--- src/rtl/softmax_pkg.sv ---
// Shared types and widths for the fully-connected MAC engine: FSM states,
// Q8.8 / Q16.16 datapath widths and the 32-bit saturation limits.
package softmax_pkg;

    localparam int DATA_W = 16;
    localparam int PROD_W = 32;
    localparam int ACC_W  = 48;
    localparam int WORD_W = 32;

    localparam logic signed [ACC_W-1:0] SAT_MAX = 48'sh0000_7FFF_FFFF;
    localparam logic signed [ACC_W-1:0] SAT_MIN = 48'shFFFF_8000_0000;

    typedef enum logic [2:0] {
        ST_IDLE,
        ST_BIAS,
        ST_MAC,
        ST_DRAIN,
        ST_WRITE,
        ST_FIN
    } state_t;

    // Address width that stays legal for a depth of 1.
    function automatic int addr_w(input int depth);
        return (depth > 1) ? $clog2(depth) : 1;
    endfunction

endpackage

--- src/rtl/fc_mac_pipe.sv ---
// Datapath of the FC engine: registered 16x16 signed product, 48-bit
// accumulator loaded from the bias word, and saturation of the result to 32 bits.
module fc_mac_pipe import softmax_pkg::*; (
    input  logic              clk,
    input  logic              reset_x,
    input  logic              bias_rd,
    input  logic              mac_rd,
    input  logic [WORD_W-1:0] bias_rdata,
    input  logic [WORD_W-1:0] img_rdata,
    input  logic [WORD_W-1:0] w_rdata,
    output logic [WORD_W-1:0] acc_sat
);

    logic                     bias_vld_p0;
    logic                     vld_p0;
    logic                     vld_p1;
    logic signed [PROD_W-1:0] img_p0;
    logic signed [PROD_W-1:0] w_p0;
    logic signed [PROD_W-1:0] prod_p1;
    logic signed [ACC_W-1:0]  acc_p2;
    logic                     unused_hi;

    function automatic logic [WORD_W-1:0] sat_word(input logic signed [ACC_W-1:0] v);
        if (v > SAT_MAX) begin
            return SAT_MAX[WORD_W-1:0];
        end
        if (v < SAT_MIN) begin
            return SAT_MIN[WORD_W-1:0];
        end
        return v[WORD_W-1:0];
    endfunction

    // Stage p0: read data returns one cycle after the address was issued.
    assign img_p0    = {{(PROD_W-DATA_W){img_rdata[DATA_W-1]}}, img_rdata[DATA_W-1:0]};
    assign w_p0      = {{(PROD_W-DATA_W){w_rdata[DATA_W-1]}}, w_rdata[DATA_W-1:0]};
    assign unused_hi = ^{img_rdata[WORD_W-1:DATA_W], w_rdata[WORD_W-1:DATA_W]};

    always_ff @(posedge clk) begin
        if (!reset_x) begin
            bias_vld_p0 <= 1'b0;
            vld_p0      <= 1'b0;
            vld_p1      <= 1'b0;
            prod_p1     <= '0;
            acc_p2      <= '0;
        end else begin
            bias_vld_p0 <= bias_rd;
            vld_p0      <= mac_rd;
            vld_p1      <= vld_p0;
            // Stage p1: product register; the true product always fits in 32 bits.
            if (vld_p0) begin
                prod_p1 <= img_p0 * w_p0;
            end
            // Stage p2: the bias load and the first product of a class never coincide.
            if (bias_vld_p0) begin
                acc_p2 <= {{(ACC_W-WORD_W){bias_rdata[WORD_W-1]}}, bias_rdata};
            end else if (vld_p1) begin
                acc_p2 <= acc_p2 + {{(ACC_W-PROD_W){prod_p1[PROD_W-1]}}, prod_p1};
            end
        end
    end

    assign acc_sat = sat_word(acc_p2);

endmodule

--- src/rtl/fc_mac_engine.sv ---
// Fully-connected layer engine: sequences bias/image/weight reads per class,
// drives the MAC datapath and writes one saturated Q16.16 result per class.
module fc_mac_engine import softmax_pkg::*; #(
    parameter  int N_IN    = 784,
    parameter  int N_OUT   = 10,
    localparam int IMG_AW  = addr_w(N_IN),
    localparam int W_AW    = addr_w(N_IN * N_OUT),
    localparam int BIAS_AW = addr_w(N_OUT)
) (
    input  logic               CLK,
    input  logic               RESET_X,
    input  logic               START,
    output logic               BUSY,
    output logic               DONE,
    output logic [IMG_AW-1:0]  IMG_ADR,
    input  logic [WORD_W-1:0]  IMG_RDATA,
    output logic [W_AW-1:0]    W_ADR,
    input  logic [WORD_W-1:0]  W_RDATA,
    output logic [BIAS_AW-1:0] BIAS_ADR,
    input  logic [WORD_W-1:0]  BIAS_RDATA,
    output logic               RES_WR,
    output logic [BIAS_AW-1:0] RES_IDX,
    output logic [WORD_W-1:0]  RES_DATA
);

    localparam logic [IMG_AW-1:0]  I_LAST = IMG_AW'(N_IN - 1);
    localparam logic [BIAS_AW-1:0] O_LAST = BIAS_AW'(N_OUT - 1);

    state_t              state;
    logic [IMG_AW-1:0]   i_cnt;
    logic [BIAS_AW-1:0]  o_cnt;
    logic [W_AW-1:0]     w_cnt;
    logic                drain_cnt;
    logic [WORD_W-1:0]   acc_sat;

    // Outputs are registered on entry to the state they belong to, so every
    // address and strobe is aligned with the state it is observed in.
    always_ff @(posedge CLK) begin
        if (!RESET_X) begin
            state     <= ST_IDLE;
            i_cnt     <= '0;
            o_cnt     <= '0;
            w_cnt     <= '0;
            drain_cnt <= 1'b0;
            BUSY      <= 1'b0;
            DONE      <= 1'b0;
            RES_WR    <= 1'b0;
            RES_IDX   <= '0;
            IMG_ADR   <= '0;
            W_ADR     <= '0;
            BIAS_ADR  <= '0;
        end else begin
            DONE     <= 1'b0;
            RES_WR   <= 1'b0;
            RES_IDX  <= '0;
            IMG_ADR  <= '0;
            W_ADR    <= '0;
            BIAS_ADR <= '0;
            unique case (state)
                ST_IDLE: begin
                    if (START) begin
                        state <= ST_BIAS;
                        BUSY  <= 1'b1;
                        o_cnt <= '0;
                        w_cnt <= '0;
                    end
                end
                ST_BIAS: begin
                    state   <= ST_MAC;
                    i_cnt   <= '0;
                    IMG_ADR <= '0;
                    W_ADR   <= w_cnt;
                    w_cnt   <= w_cnt + 1'b1;
                end
                ST_MAC: begin
                    if (i_cnt == I_LAST) begin
                        state     <= ST_DRAIN;
                        drain_cnt <= 1'b0;
                    end else begin
                        i_cnt   <= i_cnt + 1'b1;
                        IMG_ADR <= i_cnt + 1'b1;
                        W_ADR   <= w_cnt;
                        w_cnt   <= w_cnt + 1'b1;
                    end
                end
                ST_DRAIN: begin
                    // Two cycles: one for the read return, one for the product register.
                    if (drain_cnt) begin
                        state   <= ST_WRITE;
                        RES_WR  <= 1'b1;
                        RES_IDX <= o_cnt;
                    end else begin
                        drain_cnt <= 1'b1;
                    end
                end
                ST_WRITE: begin
                    if (o_cnt == O_LAST) begin
                        state <= ST_FIN;
                        BUSY  <= 1'b0;
                        DONE  <= 1'b1;
                    end else begin
                        state    <= ST_BIAS;
                        o_cnt    <= o_cnt + 1'b1;
                        BIAS_ADR <= o_cnt + 1'b1;
                    end
                end
                ST_FIN: begin
                    state <= ST_IDLE;
                end
                default: begin
                    state <= ST_IDLE;
                end
            endcase
        end
    end

    fc_mac_pipe u_pipe (
        .clk        (CLK),
        .reset_x    (RESET_X),
        .bias_rd    (state == ST_BIAS),
        .mac_rd     (state == ST_MAC),
        .bias_rdata (BIAS_RDATA),
        .img_rdata  (IMG_RDATA),
        .w_rdata    (W_RDATA),
        .acc_sat    (acc_sat)
    );

    assign RES_DATA = RES_WR ? acc_sat : '0;

endmodule

--- config.mk ---
export PLATFORM = sky130hd
export DESIGN_NAME = fc_mac_engine
export DESIGN_NICKNAME = d
export VERILOG_FILES = /design/src/rtl/softmax_pkg.sv /design/src/rtl/fc_mac_pipe.sv /design/src/rtl/fc_mac_engine.sv
export SDC_FILE = /design/constraint.sdc
export NUM_CORES = 1
export LEC_CHECK = 0
export CORE_UTILIZATION = 61
export CTS_CLUSTER_DIAMETER = 80
export DETAILED_ROUTE_END_ITERATION = 7
export GPL_ROUTABILITY_DRIVEN = 0
export PLACE_DENSITY = 0.84
export SLEW_MARGIN = 20
export SYNTH_ARGS = -nofsm -noshare
export SYNTH_HDL_FRONTEND = slang
export SYNTH_SLANG_ARGS = --single-unit
--- constraint.sdc ---
create_clock -name CLK -period 9.5 [get_ports CLK]
set_input_delay 1.425 -clock CLK [delete_from_list [all_inputs] [get_ports CLK]]
set_output_delay 1.425 -clock CLK [all_outputs]
set_load 0.005 [all_outputs]
* Word-level counts from Yosys, hierarchy flattened
Cells that the tools add are included.
Storage, ports and cells: register bits 148, bits of input ports 99, output and inout port bits 66, logic and storage cells 88
Cells by class: $add $sub $neg 4, multipliers 1, magnitude comparators 2, eq/ne operators 12, mux-type cells 32, bitwise gates (word level) 3, reductions and logical operators 17
Operator list (count):
- $mux W32 | 5
- $mux W48 | 2
- $add A48 B48 Y48 | 1
- $gt A48 B32 Y1 const B | 1
- $lt A48 B32 Y1 const B | 1
- $mux W13 | 3
- $pmux W13 S3 | 1
- $mul A16 B16 Y32 | 1
- $pmux W13 S2 | 1
- $pmux W10 S2 | 1
- $pmux W3 S5 | 1
- $reduce_and A3 Y1 | 5
- $add A13 B1 Y13 const B | 1
- $mux W3 | 4
- $ne A2 B2 Y1 const B | 6
- $add A10 B1 Y10 const B | 1
- $eq A10 B10 Y1 const B | 1
- $mux W10 | 1
- $mux W1 | 8
- $mux W4 | 2
- $pmux W4 S2 | 1
- $reduce_and A2 Y1 | 4
- $reduce_bool A2 Y1 | 4
- $eq A3 B2 Y1 const B | 2
- other kinds (9) | 13

* Logic depth before layout (Yosys ltp)
depth after elaboration 6, depth in mapped cells 26, gate-level depth less buffers 25

* Cells and area by module
Synthesis repeated with hierarchy kept, for this count alone.
Unflattened totals: cell total of the unflattened synthesis 2205, area total of the unflattened synthesis 18889.4 sq um
By module, submodules not included:
- fc_mac_pipe | times used 1, cells each 1899, area each 16052.9 sq um, seq. area each 1661.6 sq um
- fc_mac_engine | times used 1, cells each 306, area each 2836.5 sq um, seq. area each 1301.2 sq um

* Worst setup path after synthesis
Ideal clock, no wire load.
path kind in2reg, from in IMG_RDATA[15], to reg u_pipe.prod_p1[30], setup time 64 ps, data arrival time 7235 ps, slack 2202 ps, stages 22, path through clkbuf_1 -> nand2_1 -> fa_1 -> inv_1 -> fa_1 -> inv_1 -> fa_1 -> inv_1 -> fa_1 -> fa_1 -> inv_1 -> fa_1 -> inv_1 -> ha_1 -> a21oi_1 -> o21ai_0 -> a21oi_1 -> a21boi_1 -> nor4_1 -> nor2_1 -> or4b_1 -> nand4_1
On the way: cells in the longest elaborated chain, start to end 1
RTL lines:
- start, declared | line fc_mac_engine.sv:16 | input logic [WORD_W-1:0] IMG_RDATA,
- $mul A16 B16 Y32 | line fc_mac_pipe.sv:51 | prod_p1 <= img_p0 * w_p0;
- end signal, assigned | line fc_mac_pipe.sv:51
- end, declared | line fc_mac_pipe.sv:19 | logic signed [PROD_W-1:0] prod_p1;
Every way passes these cells. A chain may end at the register's enable or synchronous reset.

* Worst setup path in the final report
from in IMG_RDATA[6], to reg u_pipe.prod_p1[30]
The elaborated chain is that of the path after synthesis.

==> qor.csv <==
metric;value;unit
DRC viols;0;
DR WL/cell;16.2;um
Cells after Synth;2178;
die height;177;um
Sw Ratio;51.1;%
Post-Route WL;43.0;mm
clock sink total;148;
post-CTS setup buffers;0;
DRT Pass-1 Iters;7;
hold depth;2;
largest net degree at the start of global routing;97;
Layout Utilization;69.4;%
Lkg Pwr;9.80;nW
Final Cycle Share;86.3;%
number of global-route vias before repair;15400;
CTS root buffer;clkbuf_16;
Max H-tree Level;4;
Crit Path Class;input pin to register;
Main synth FF type;dfxtp_1;
P per Cell Area;366;nW/um^2
Core Region;29900;sq um
GR Overflow Total;0;
Seq cells post-synth;148;
Layout Cell Area excl Fill;20700;sq um
Peak VDD IR;0.000615;V
CTS Hold Buffers Added;0;
RSZ-0062 raised after global routing;no;
YS warnings;0;
worst-skew pair later-pin latency;420;ps
DIE AREA;31300;sq um
ANT cells;0;
Setup WS post-layout;1300;ps
fin. max-slew vios;0;
CTS tree;yes;
Total Routing Usage GR;28.5;%
min Tclk post-route;8200;ps
DR iter-0 viols;881;
relative slew slack;37.6;%
initial antenna violation count;0;
Synth Net Count;2673;
net switching power;3.87;mW
fmax;122;MHz
Least-Margin Pin Slew;936;ps
clock skew;11.9;ps
register-to-register setup slack;5820;ps
Distinct cells, synth;76;
CTS Buffer Depth;2;
clock network fraction of total power;8.8;%
Multi-input gate area;14000;sq um
Inserted Clock Buffers;17;
Die X;177;um
vias per cell;5.73;
row count;63;
post-synthesis average cell area;8.57;sq um
Post-synth ARST share;0;%
crit path capture type;register;
Fin. Hold Viols;0;
Reg area;2970;sq um
Seq/Total Area, Yosys;15.9;%
HP Start;u_pipe.prod_p1[0];
placed inst area;20200;sq um
setup TNS;0;ps
largest fanout on the critical path;16;
clock-pin transition on the worst setup and hold timing paths;70;ps
pre-CTS setup slack;927;ps
initial core utilization;62.5;%
# resized after CTS;0;
I/O pins;165;
P_int;3.71;mW
Critical Path Source;IMG_RDATA[6];
status;complete, no violations;
Logic pwr share;81.6;%
total of max-cap violations;0;
Worst Hold Class;register to register;
Final setup viols;0;
Final Power;7.59;mW
Worst Path Required;9860;ps
HPWL after detailed placement;33.7;mm
EDFF count, synth;0;
Antenna Violating Nets Remaining;0;
CP startpoint kind;input pin;
Critical Path AT;8570;ps
routed via count;15200;
fraction of layout cells with a size suffix above 1;3.06;%
worst reg2reg startpoint;u_pipe.acc_p2[0];
share of power burned in registers;9.6;%
I/O Buffers;132;
cell area after synthesis;18700;sq um
first-pass GRT wire length;72.2;mm
R2R cell count;13;
fillcell total;2298;
Final nets;2736;
P&R area growth vs syn;11.2;%
synth_stat cells, types with 4 or more instances:
library cell	count	area (sq um)
or3_1	8	50.1
buf_2	9	45.0
and2_1	141	882
buf_1	4	15.0
o21ai_0	75	375
o21a_1	7	52.6
nor2b_1	73	457
nand2_1	212	796
o31ai_1	6	45.0
a211oi_1	16	120
nand3b_1	8	60.1
xnor2_1	58	508
o21bai_1	12	90.1
inv_1	352	1320
nor3b_1	4	30.0
a31oi_1	14	87.6
ha_1	133	1660
mux2i_1	39	390
and3_1	25	156
a221oi_1	4	35.0
a21oi_1	144	721
a21boi_0	6	45.0
a21o_1	54	405
clkbuf_1	81	304
nor4_1	8	50.1
nand3_1	35	175
a41oi_1	4	35.0
o21ai_1	5	25.0
fa_1	263	5270
o22ai_1	5	31.3
nand2b_1	18	113
xor2_1	31	272
nand4_1	17	106
nor2_1	87	327
nor3_1	18	90.1
dfxtp_1	148	2960
kinds of logic (layout without fill, tap and decap cells):
logic type	after synthesis	count (layout)	synth area share, %
XOR/XNOR	89	89	4.18
AND/OR/NAND/NOR	663	663	18.1
flip-flops	148	148	15.9
adder cells (fa/ha/maj)	396	396	37.1
multiplexers	40	40	2.15
buffers and inverters	449	525	9.15
AO/OA/AOI/OAI	393	393	13.4
flip-flops by register name, summed over array words and instances, names as in the netlist, 10 cells and up:
name / cells
u_pipe.acc_p2: 48
u_pipe.prod_p1: 32
W_ADR: 13
w_cnt: 13
IMG_ADR: 10
i_cnt: 10
cell type report:
cell class | count | area share (%)
multi-input cells | 1581 | 67.5
flip-flops and latches | 148 | 14.3
repair buffers | 140 | 6.64
inverters | 353 | 6.39
well taps | 390 | 2.35
clock buffers | 18 | 2.07
clock inverters | 14 | 0.712
worst max-delay path, cell delays in order:
cell,delay [ps]
clkdlybuf4s50_1,790
and2_1,380
fa_1,530
inv_1,50
fa_1,500
fa_1,520
inv_1,50
fa_1,480
fa_1,570
inv_1,60
fa_1,530
inv_1,50
ha_1,350
a21o_1,240
a31oi_1,160
o21ai_0,120
a22o_1,240
o31ai_1,430
a21boi_1,220
nor4_1,210
nor2_1,80
or4b_1,490
nand4_1,70
power groups by stage:
stage               sequential, mW  combinational (mW)  clock, mW
CTS                          0.724                6.23      0.676
global placement             0.736                5.92          0
global route                 0.731                7.07      0.703
floorplan                    0.710                4.94          0
finish                       0.726                6.19      0.671
detailed placement           0.737                6.18          0
final timing paths:
kind / to
max reg2reg: u_pipe.acc_p2[46]
max: u_pipe.prod_p1[30]
min: u_pipe.prod_p1[0]
min reg2reg: u_pipe.prod_p1[0]
layer usage:
layer	up-vias	global-route usage [%]	wire, um
met5	-	0	0
met4	0	9.41	1270
met1	7474	35.7	17500
li1	7114	-	-
met3	102	3.07	2040
met2	461	51.0	22200
cell usage in the layout (no fill, tap or decap), types with 4 or more instances in the layout:
master / n
nor2_1: 87
nand3b_1: 8
o21bai_1: 12
fa_1: 263
and3_1: 25
a21boi_0: 6
clkinvlp_4: 4
nand4_1: 17
a21o_1: 54
or3_1: 8
nand3_1: 35
xnor2_1: 58
o21a_1: 7
nand2_1: 212
nand2b_1: 18
nor3_1: 18
a21oi_1: 143
ha_1: 133
inv_1: 352
xor2_1: 31
clkbuf_16: 17
o21ai_1: 4
o22ai_1: 5
nor3b_1: 4
a221oi_1: 4
a31oi_1: 14
a211oi_1: 16
inv_6: 4
dfxtp_1: 145
and2_1: 141
o31ai_1: 6
clkdlybuf4s50_1: 131
nor4_1: 8
buf_4: 8
mux2i_1: 39
nor2b_1: 73
o21ai_0: 75
per-stage QoR:
stage / hold WS [ps] / std cells
after floorplan: 457 / 2178
after global placement: 478 / 2612
after detailed placement: 485 / 2612
after CTS: 502 / 2644
after global routing: 530 / 2644
final: 493 / 2644
(Power assumes the default switching activity.)
